==> src/rtl/imem_loader.sv <==
// -----------------------------------------------------------------------------
// imem_loader
//   Boot-time instruction-memory loader. Receives a byte stream laid out as
//   [N lo][N hi][4*N data bytes, little-endian words][optional checksum byte]
//   and writes each completed 32-bit word into the instruction memory. The
//   core is held stalled until a load finishes successfully.
//
// Build option:
//   LOADER_CHECKSUM_EN - when defined, a running XOR of all data bytes is kept
//                        and compared against one trailing checksum byte.
//
// Ports:
//   i_clk         clock, all state changes on rising edge
//   i_reset       asynchronous active-high reset
//   i_start       one-cycle load request (honoured in IDLE/DONE/ERR only)
//   i_byte_valid  byte stream valid
//   i_byte_data   byte stream data
//   o_byte_ready  loader takes a byte this cycle
//   o_we          one-cycle word write strobe
//   o_waddr       word address of the write (held between strobes)
//   o_wdata       word data of the write (held between strobes)
//   o_busy        load in progress
//   o_done        last load completed successfully
//   o_err         last load aborted on an error
//   o_cpu_stall   freezes core PC/fetch (low only after a good load)
// -----------------------------------------------------------------------------
module imem_loader #(
    parameter int ADDR_W    = 11,
    parameter int MAX_WORDS = 2048
) (
    input  logic              i_clk,
    input  logic              i_reset,
    input  logic              i_start,
    input  logic              i_byte_valid,
    input  logic [7:0]        i_byte_data,
    output logic              o_byte_ready,
    output logic              o_we,
    output logic [ADDR_W-1:0] o_waddr,
    output logic [31:0]       o_wdata,
    output logic              o_busy,
    output logic              o_done,
    output logic              o_err,
    output logic              o_cpu_stall
);

    localparam logic [31:0] MAX_W = 32'(MAX_WORDS);
    localparam logic [ADDR_W:0] CNT_ONE = {{ADDR_W{1'b0}}, 1'b1};

    typedef enum logic [2:0] {
        S_IDLE,
        S_HDR0,
        S_HDR1,
        S_DATA,
`ifdef LOADER_CHECKSUM_EN
        S_CSUM,
`endif
        S_DONE,
        S_ERR
    } state_t;

    state_t            state_q, state_d;
    logic [15:0]       nlen_q;
    // One bit wider than the address so N = MAX_WORDS ends without wrapping.
    logic [ADDR_W:0]   cnt_q;
    logic [1:0]        bidx_q;
    logic [23:0]       asm_q;
    logic              we_q;
    logic [ADDR_W-1:0] waddr_q;
    logic [31:0]       wdata_q;
`ifdef LOADER_CHECKSUM_EN
    logic [7:0]        csum_q;
`endif

    logic              accept;
    logic              can_start;
    logic [15:0]       nlen_hdr;
    logic [ADDR_W:0]   cnt_inc;
    logic              last_word;
    logic              word_done;

    assign accept    = i_byte_valid & o_byte_ready;
    assign can_start = i_start & ((state_q == S_IDLE) | (state_q == S_DONE) | (state_q == S_ERR));
    // Full length as it will be once the high header byte lands.
    assign nlen_hdr  = {i_byte_data, nlen_q[7:0]};
    assign cnt_inc   = cnt_q + CNT_ONE;
    assign last_word = (32'(cnt_inc) == 32'(nlen_q));
    assign word_done = accept & (state_q == S_DATA) & (bidx_q == 2'd3);

    // State register
    always_ff @(posedge i_clk or posedge i_reset) begin
        if (i_reset) begin
            state_q <= S_IDLE;
        end else begin
            state_q <= state_d;
        end
    end

    // Next-state logic
    always_comb begin
        state_d = state_q;
        case (state_q)
            S_IDLE, S_DONE, S_ERR: begin
                if (i_start) state_d = S_HDR0;
            end
            S_HDR0: begin
                if (accept) state_d = S_HDR1;
            end
            S_HDR1: begin
                if (accept) begin
                    if ((nlen_hdr == 16'd0) || (32'(nlen_hdr) > MAX_W)) state_d = S_ERR;
                    else                                                 state_d = S_DATA;
                end
            end
            S_DATA: begin
                if (word_done && last_word) begin
`ifdef LOADER_CHECKSUM_EN
                    state_d = S_CSUM;
`else
                    state_d = S_DONE;
`endif
                end
            end
`ifdef LOADER_CHECKSUM_EN
            S_CSUM: begin
                if (accept) state_d = (i_byte_data == csum_q) ? S_DONE : S_ERR;
            end
`endif
            default: state_d = S_IDLE;
        endcase
    end

    // Output decode
    always_comb begin
        o_byte_ready = 1'b0;
        o_busy       = 1'b0;
        o_done       = 1'b0;
        o_err        = 1'b0;
        o_cpu_stall  = 1'b1;
        case (state_q)
            S_HDR0, S_HDR1, S_DATA: begin
                o_byte_ready = 1'b1;
                o_busy       = 1'b1;
            end
`ifdef LOADER_CHECKSUM_EN
            S_CSUM: begin
                o_byte_ready = 1'b1;
                o_busy       = 1'b1;
            end
`endif
            S_DONE: begin
                o_done      = 1'b1;
                o_cpu_stall = 1'b0;
            end
            S_ERR: begin
                o_err = 1'b1;
            end
            default: ;
        endcase
    end

    // Datapath: header capture, word assembly, write port, checksum.
    // The write strobe is registered so the async reset also kills a write
    // that was launched by a 4th byte in the previous cycle.
    always_ff @(posedge i_clk or posedge i_reset) begin
        if (i_reset) begin
            nlen_q  <= '0;
            cnt_q   <= '0;
            bidx_q  <= '0;
            asm_q   <= '0;
            we_q    <= 1'b0;
            waddr_q <= '0;
            wdata_q <= '0;
`ifdef LOADER_CHECKSUM_EN
            csum_q  <= '0;
`endif
        end else begin
            we_q <= 1'b0;
            if (can_start) begin
                cnt_q  <= '0;
                bidx_q <= '0;
`ifdef LOADER_CHECKSUM_EN
                csum_q <= '0;
`endif
            end
            if (accept) begin
                case (state_q)
                    S_HDR0: nlen_q[7:0]  <= i_byte_data;
                    S_HDR1: nlen_q[15:8] <= i_byte_data;
                    S_DATA: begin
`ifdef LOADER_CHECKSUM_EN
                        csum_q <= csum_q ^ i_byte_data;
`endif
                        bidx_q <= bidx_q + 2'd1;
                        case (bidx_q)
                            2'd0: asm_q[7:0]   <= i_byte_data;
                            2'd1: asm_q[15:8]  <= i_byte_data;
                            2'd2: asm_q[23:16] <= i_byte_data;
                            default: begin
                                we_q    <= 1'b1;
                                waddr_q <= cnt_q[ADDR_W-1:0];
                                wdata_q <= {i_byte_data, asm_q};
                                cnt_q   <= cnt_inc;
                            end
                        endcase
                    end
                    default: ;
                endcase
            end
        end
    end

    assign o_we    = we_q;
    assign o_waddr = waddr_q;
    assign o_wdata = wdata_q;

endmodule

==> config.mk <==
export PLATFORM = sky130hd
export DESIGN_NAME = imem_loader
export DESIGN_NICKNAME = d
export VERILOG_FILES = /design/src/rtl/imem_loader.sv
export SDC_FILE = /design/constraint.sdc
export NUM_CORES = 1
export LEC_CHECK = 0
export BUFFER_PORTS_ARGS = -buffer_cell sky130_fd_sc_hd__buf_2
export CELL_PAD_IN_SITES_DETAIL_PLACEMENT = 2
export CELL_PAD_IN_SITES_GLOBAL_PLACEMENT = 2
export CORE_MARGIN = 2
export CORE_UTILIZATION = 40
export DETAILED_ROUTE_END_ITERATION = 16
export PLACE_DENSITY_LB_ADDON = 0.1
export SLEW_MARGIN = 15
export SYNTH_ARGS = -nofsm -noshare
export SYNTH_HDL_FRONTEND = slang
export SYNTH_SLANG_ARGS = --single-unit
==> constraint.sdc <==
create_clock -name i_clk -period 9.8 [get_ports i_clk]
set_clock_uncertainty 0.05 [all_clocks]
set_input_delay 1.47 -clock i_clk [delete_from_list [all_inputs] [get_ports i_clk]]
set_output_delay 1.47 -clock i_clk [all_outputs]
set_load 0.01 [all_outputs]
# Yosys cells after proc, flatten, opt, wreduce, memory -nomap -nowiden

Index checks and enable logic that the tools add are counted.

Flip-flop bits (word level): 101
Output and inout bits: 49

Order comparisons: 1
Add/sub/neg operators: 2
Equal/unequal tests: 13
Reduce and logical (&&, ||, !) cells: 15
Muxes and demuxes: 20
Bitwise logic cells: 7

Operators by type and width:

| operator                                                         | number |
|---|---|
| two-way mux 12 bit                                               | 4 |
| == test 12 x 16 -> 1 bit                                         | 1 |
| greater-than comparator 16 x 12 -> 1 bit (second input constant) | 1 |
| logical NOT 16 bit                                               | 1 |
| two-way mux 3 bit                                                | 5 |
| adder 12 x 1 -> 12 bit (second input constant)                   | 1 |
| one-hot mux 3 bit (4 select lines)                               | 1 |
| AND reduction 3 bit                                              | 4 |
| OR reduction 3 bit                                               | 3 |
| two-way mux 1 bit                                                | 7 |
| == test 3 x 2 -> 1 bit (second input constant)                   | 2 |
| == test 3 bit (second input constant)                            | 2 |
| two-way mux 2 bit                                                | 3 |
| != test 2 bit (second input constant)                            | 3 |
| AND 1 bit                                                        | 4 |
| == test 2 bit (second input constant)                            | 2 |
| AND reduction 2 bit                                              | 2 |
| AND reduction 4 bit                                              | 1 |
| == test 3 x 1 -> 1 bit (second input constant)                   | 1 |
| logical NOT 3 bit                                                | 1 |
| adder 2 x 1 -> 2 bit (second input constant)                     | 1 |
| == test 2 x 1 -> 1 bit (second input constant)                   | 1 |
| logical NOT 2 bit                                                | 1 |
| != test 2 x 1 -> 1 bit (second input constant)                   | 1 |
| 4 further kinds                                                  | 5 |

# Depth between registers and ports, before layout

Word-level depth: 9
Depth in mapped cells: 9
Mapped depth without buffers: 7

# Least setup slack after synthesis

No wires, ideal clock.

Path kind: input port to flip-flop
Start: in i_byte_valid
End: reg waddr_q[7] (netlist: o_waddr[7])
Stages on the path: 6
Library setup time: 0.134 ns
Path slack: 7.150 ns
Data arrival time: 2.467 ns
Buffers on the path: 3
Cell sequence: and3_1 > buf_2 > nand2_1 > buf_2 > clkbuf_1 > o21ai_0

Longest elaborated chain between the ends: 2

Ends and longest elaborated chain:

| what                          | line | RTL |
|---|---|---|
| start, declared               | 34   | `input logic i_byte_valid,` |
| AND 1 bit                     | 81   | `assign accept = i_byte_valid & o_byte_ready;` |
| AND reduction 3 bit (no line) | --   |  |
| end signal, assigned          | 200  | `waddr_q <= cnt_q[ADDR_W-1:0];` |
| end, declared                 | 68   | `logic [ADDR_W-1:0] waddr_q;` |

No other way between the ends.
A chain may end at the register's enable or synchronous reset.

# Final worst setup path

Start: in i_byte_valid
End: reg cnt_q[4]

Longest elaborated chain between the ends: 2

Ends and longest elaborated chain:

| what                 | line | RTL |
|---|---|---|
| AND 1 bit            | 81   |  |
| two-way mux 12 bit   | 185  | `if (accept) begin` |
| end signal, assigned | 202  | `cnt_q <= cnt_inc;` |
| end, declared        | 64   | `logic [ADDR_W:0] cnt_q;` |

No other way between the ends.

==> impl_metrics.json <==
{
  "status": "completed",
  "port-buffer-count": 60,
  "die_x_um": 110.2,
  "layout_commonest_cell": "nand2_1",
  "fin_ws_ns": 6.764,
  "drtIter0Drc": 112,
  "postCtsResizedCells": 0,
  "fp.dieH_um": 110.2,
  "setup-tns-final_ns": 0,
  "seqPwrFrac": 0.476,
  "clockRootBuffer": "clkbuf_16",
  "grt.total_usage": 0.2231,
  "num_rows": 38,
  "fin_nets": 500,
  "cts_max_level": 3,
  "critPathLaunchType": "input pin",
  "yosysTopAreaCell": "dfrtp_1",
  "power_switching_uw": 400.3,
  "synth_top_area_frac": 0.5599,
  "clock-sinks": 101,
  "power_frac_clock": 0.285,
  "area_delta_synth_final_pct": 15.49,
  "drv_cap": 0,
  "drcViolationCount": 0,
  "grt_pass1_wl_um": 20360,
  "ys_warn_count": 0,
  "post-route-period-util": 0.3098,
  "critical_path_class": "input pin to flip-flop",
  "async_reset_ff_frac": 1.000,
  "synth_area_um2": 4514,
  "worst_ep_required_time_ns": 9.98,
  "vdd_ir_drop_max_mv": 0.09412,
  "max_freq_mhz": 329.4,
  "cts_buffers": 9,
  "syn_nets": 447,
  "viasPerCell": 5.415,
  "swShare": 0.3163,
  "post_cts_buffers": 0,
  "maxSlewViolCount": 0,
  "antenna-diode-count": 0,
  "p_leak_nw": 2.658,
  "start_util": 0.4128,
  "intPower_uw": 865.2,
  "period_minus_slack_ns": 3.036,
  "final_core_util": 0.4768,
  "core-area_um2": 10940,
  "rsz0062_at_grt": "false",
  "wirelength_um": 12500,
  "cts_tree": "yes",
  "grt_pass1_vias": 3731,
  "drive_gt1_frac": 0.2731,
  "grt_start_max_net_pins": 64,
  "combPwrFrac": 0.239,
  "drt-pass1-iter-count": 4,
  "dpl.hpwl_um": 8308,
  "synth_area_per_cell_um2": 10.52,
  "globalplace.congestion": 0.7950,
  "setup_viol": 0,
  "relSlewSlack": 0.4474,
  "ctsLongestPathBuffers": 2,
  "critPathMaxFanout": 59,
  "tightest_slew_ns": 0.8289,
  "path_clk_slew_ns": 0.07,
  "cts_hold_buf": 0,
  "die-area_um2": 12150,
  "synth_cell_types": 45,
  "mostFrequentLayoutCells": "nand2_1 (116), dfrtp_1 (101), buf_2 (60), mux2_2 (50), o21ai_0 (26)",
  "yosysSeqAreaShare": 0.5599,
  "critPathArrivalTime_ns": 3.22,
  "ant_nets": 0,
  "clock_latency_ns": 0.34,
  "pre_cts_ws_ns": 6.382,
  "ys_seq_elements": 101,
  "avgRoutedWirePerCell_um": 19.93,
  "crit_path_end_kind": "flip-flop",
  "synthCells": 429,
  "hold_class": "flip-flop to flip-flop",
  "antenna_found_initial": 0,
  "finalHoldViolations": 0,
  "ioPinCount": 61,
  "powerDensity_nw_per_um2": 242.7,
  "vias": 3395,
  "netlist_top_cells_area": "dfrtp_1 (56%), mux2_2 (12%), nand2_1 (9.7%)",
  "overflow": 0,
  "synthFlopType": "dfrtp_1",
  "synth-edff-count": 0
}
[worst max-delay path: stages]
cell     delay [ns]
buf_2          0.12
and3_1         0.27
nand2_2        0.12
buf_4          0.55
and2_1         0.42
o21ai_0        0.15
o31ai_1        0.10
[flip-flops by register name, summed over array words and instances, names as in the netlist]
| register | count |
|---|---|
| o_wdata | 32 |
| asm_q | 24 |
| nlen_q | 16 |
| cnt_q | 12 |
| o_waddr | 11 |
| state_q | 3 |
| bidx_q | 2 |
| o_we | 1 |
[metrics by stage]
step / cells / power, mW / hold WS (ns) / instance area [µm²]
after floorplan: 429 / 0.8031 / 0.3831 / 4514
after global placement: 611 / 0.8795 / 0.3959 / 4921
after detailed placement: 611 / 0.9104 / 0.4031 / 4921
after CTS: 627 / 1.280 / 0.4262 / 5214
after global routing: 627 / 1.341 / 0.4557 / 5214
final: 627 / 1.266 / 0.4193 / 5214
[cell families after synthesis]
group | Yosys count | synth area share
compound gates | 55 | 0.07816
fa+ha+maj | 6 | 0.01663
mux | 50 | 0.1247
xor+xnor | 13 | 0.02522
buf+inv | 33 | 0.03132
simple gates | 171 | 0.1641
flops | 101 | 0.5599
[layer usage]
metal  wire [µm]  GRT usage  vias to the layer above
li1            -          -                     1564
met1        5725     0.3010                     1764
met2        6245     0.3773                       60
met3         421    0.03821                        7
met4         104    0.05089                        0
met5           0          0                        -
[Yosys cell counts (all sizes together) (7+ instances only)]
library cell and instances:
nor2 16, nand2 117, clkbuf 9, xnor2 7
a21oi 8, buf 12, inv 12, mux2 50
dfrtp 101, nand3 10, o21ai 26
[worst paths after layout]
| path | startpoint | to | slack, ns | cells past startpoint |
|---|---|---|---|---|
| worst max-delay path | i_byte_valid | cnt_q[4] | 6.76 | 7 |
| worst max register to register | cnt_q[0] | state_q[2] | 7.30 | 7 |
| worst min register to register | asm_q[23] | o_wdata[23] | 0.42 | 2 |
| min in group asynchronous | i_reset | o_wdata[1] | 1.10 | 2 |
| worst min-delay path | asm_q[23] | o_wdata[23] | 0.42 | 2 |
| max in group asynchronous | i_reset | cnt_q[3] | 7.38 | 3 |
[power by group through the flow]
stage	registers, mW	clock network (mW)	logic [mW]
6_report	0.603	0.360	0.302
5_1_grt	0.618	0.386	0.338
4_1_cts	0.603	0.368	0.308
3_5_place_dp	0.609	0	0.301
3_3_place_gp	0.600	0	0.279
2_1_floorplan	0.587	0	0.216
[final cells by class]
| cell class | instances | area, µm² |
|---|---|---|
| fill | 1152 | 5722 |
| sequential | 101 | 2527 |
| multi-input combinational | 295 | 1848 |
| timing repair buffer | 63 | 322.8 |
| clock buffer | 12 | 236.5 |
| tap | 140 | 175.2 |
| clock inverter | 4 | 56.30 |
| inverter | 12 | 47.55 |
No activity file was read; power rests on OpenSTA's default activity.
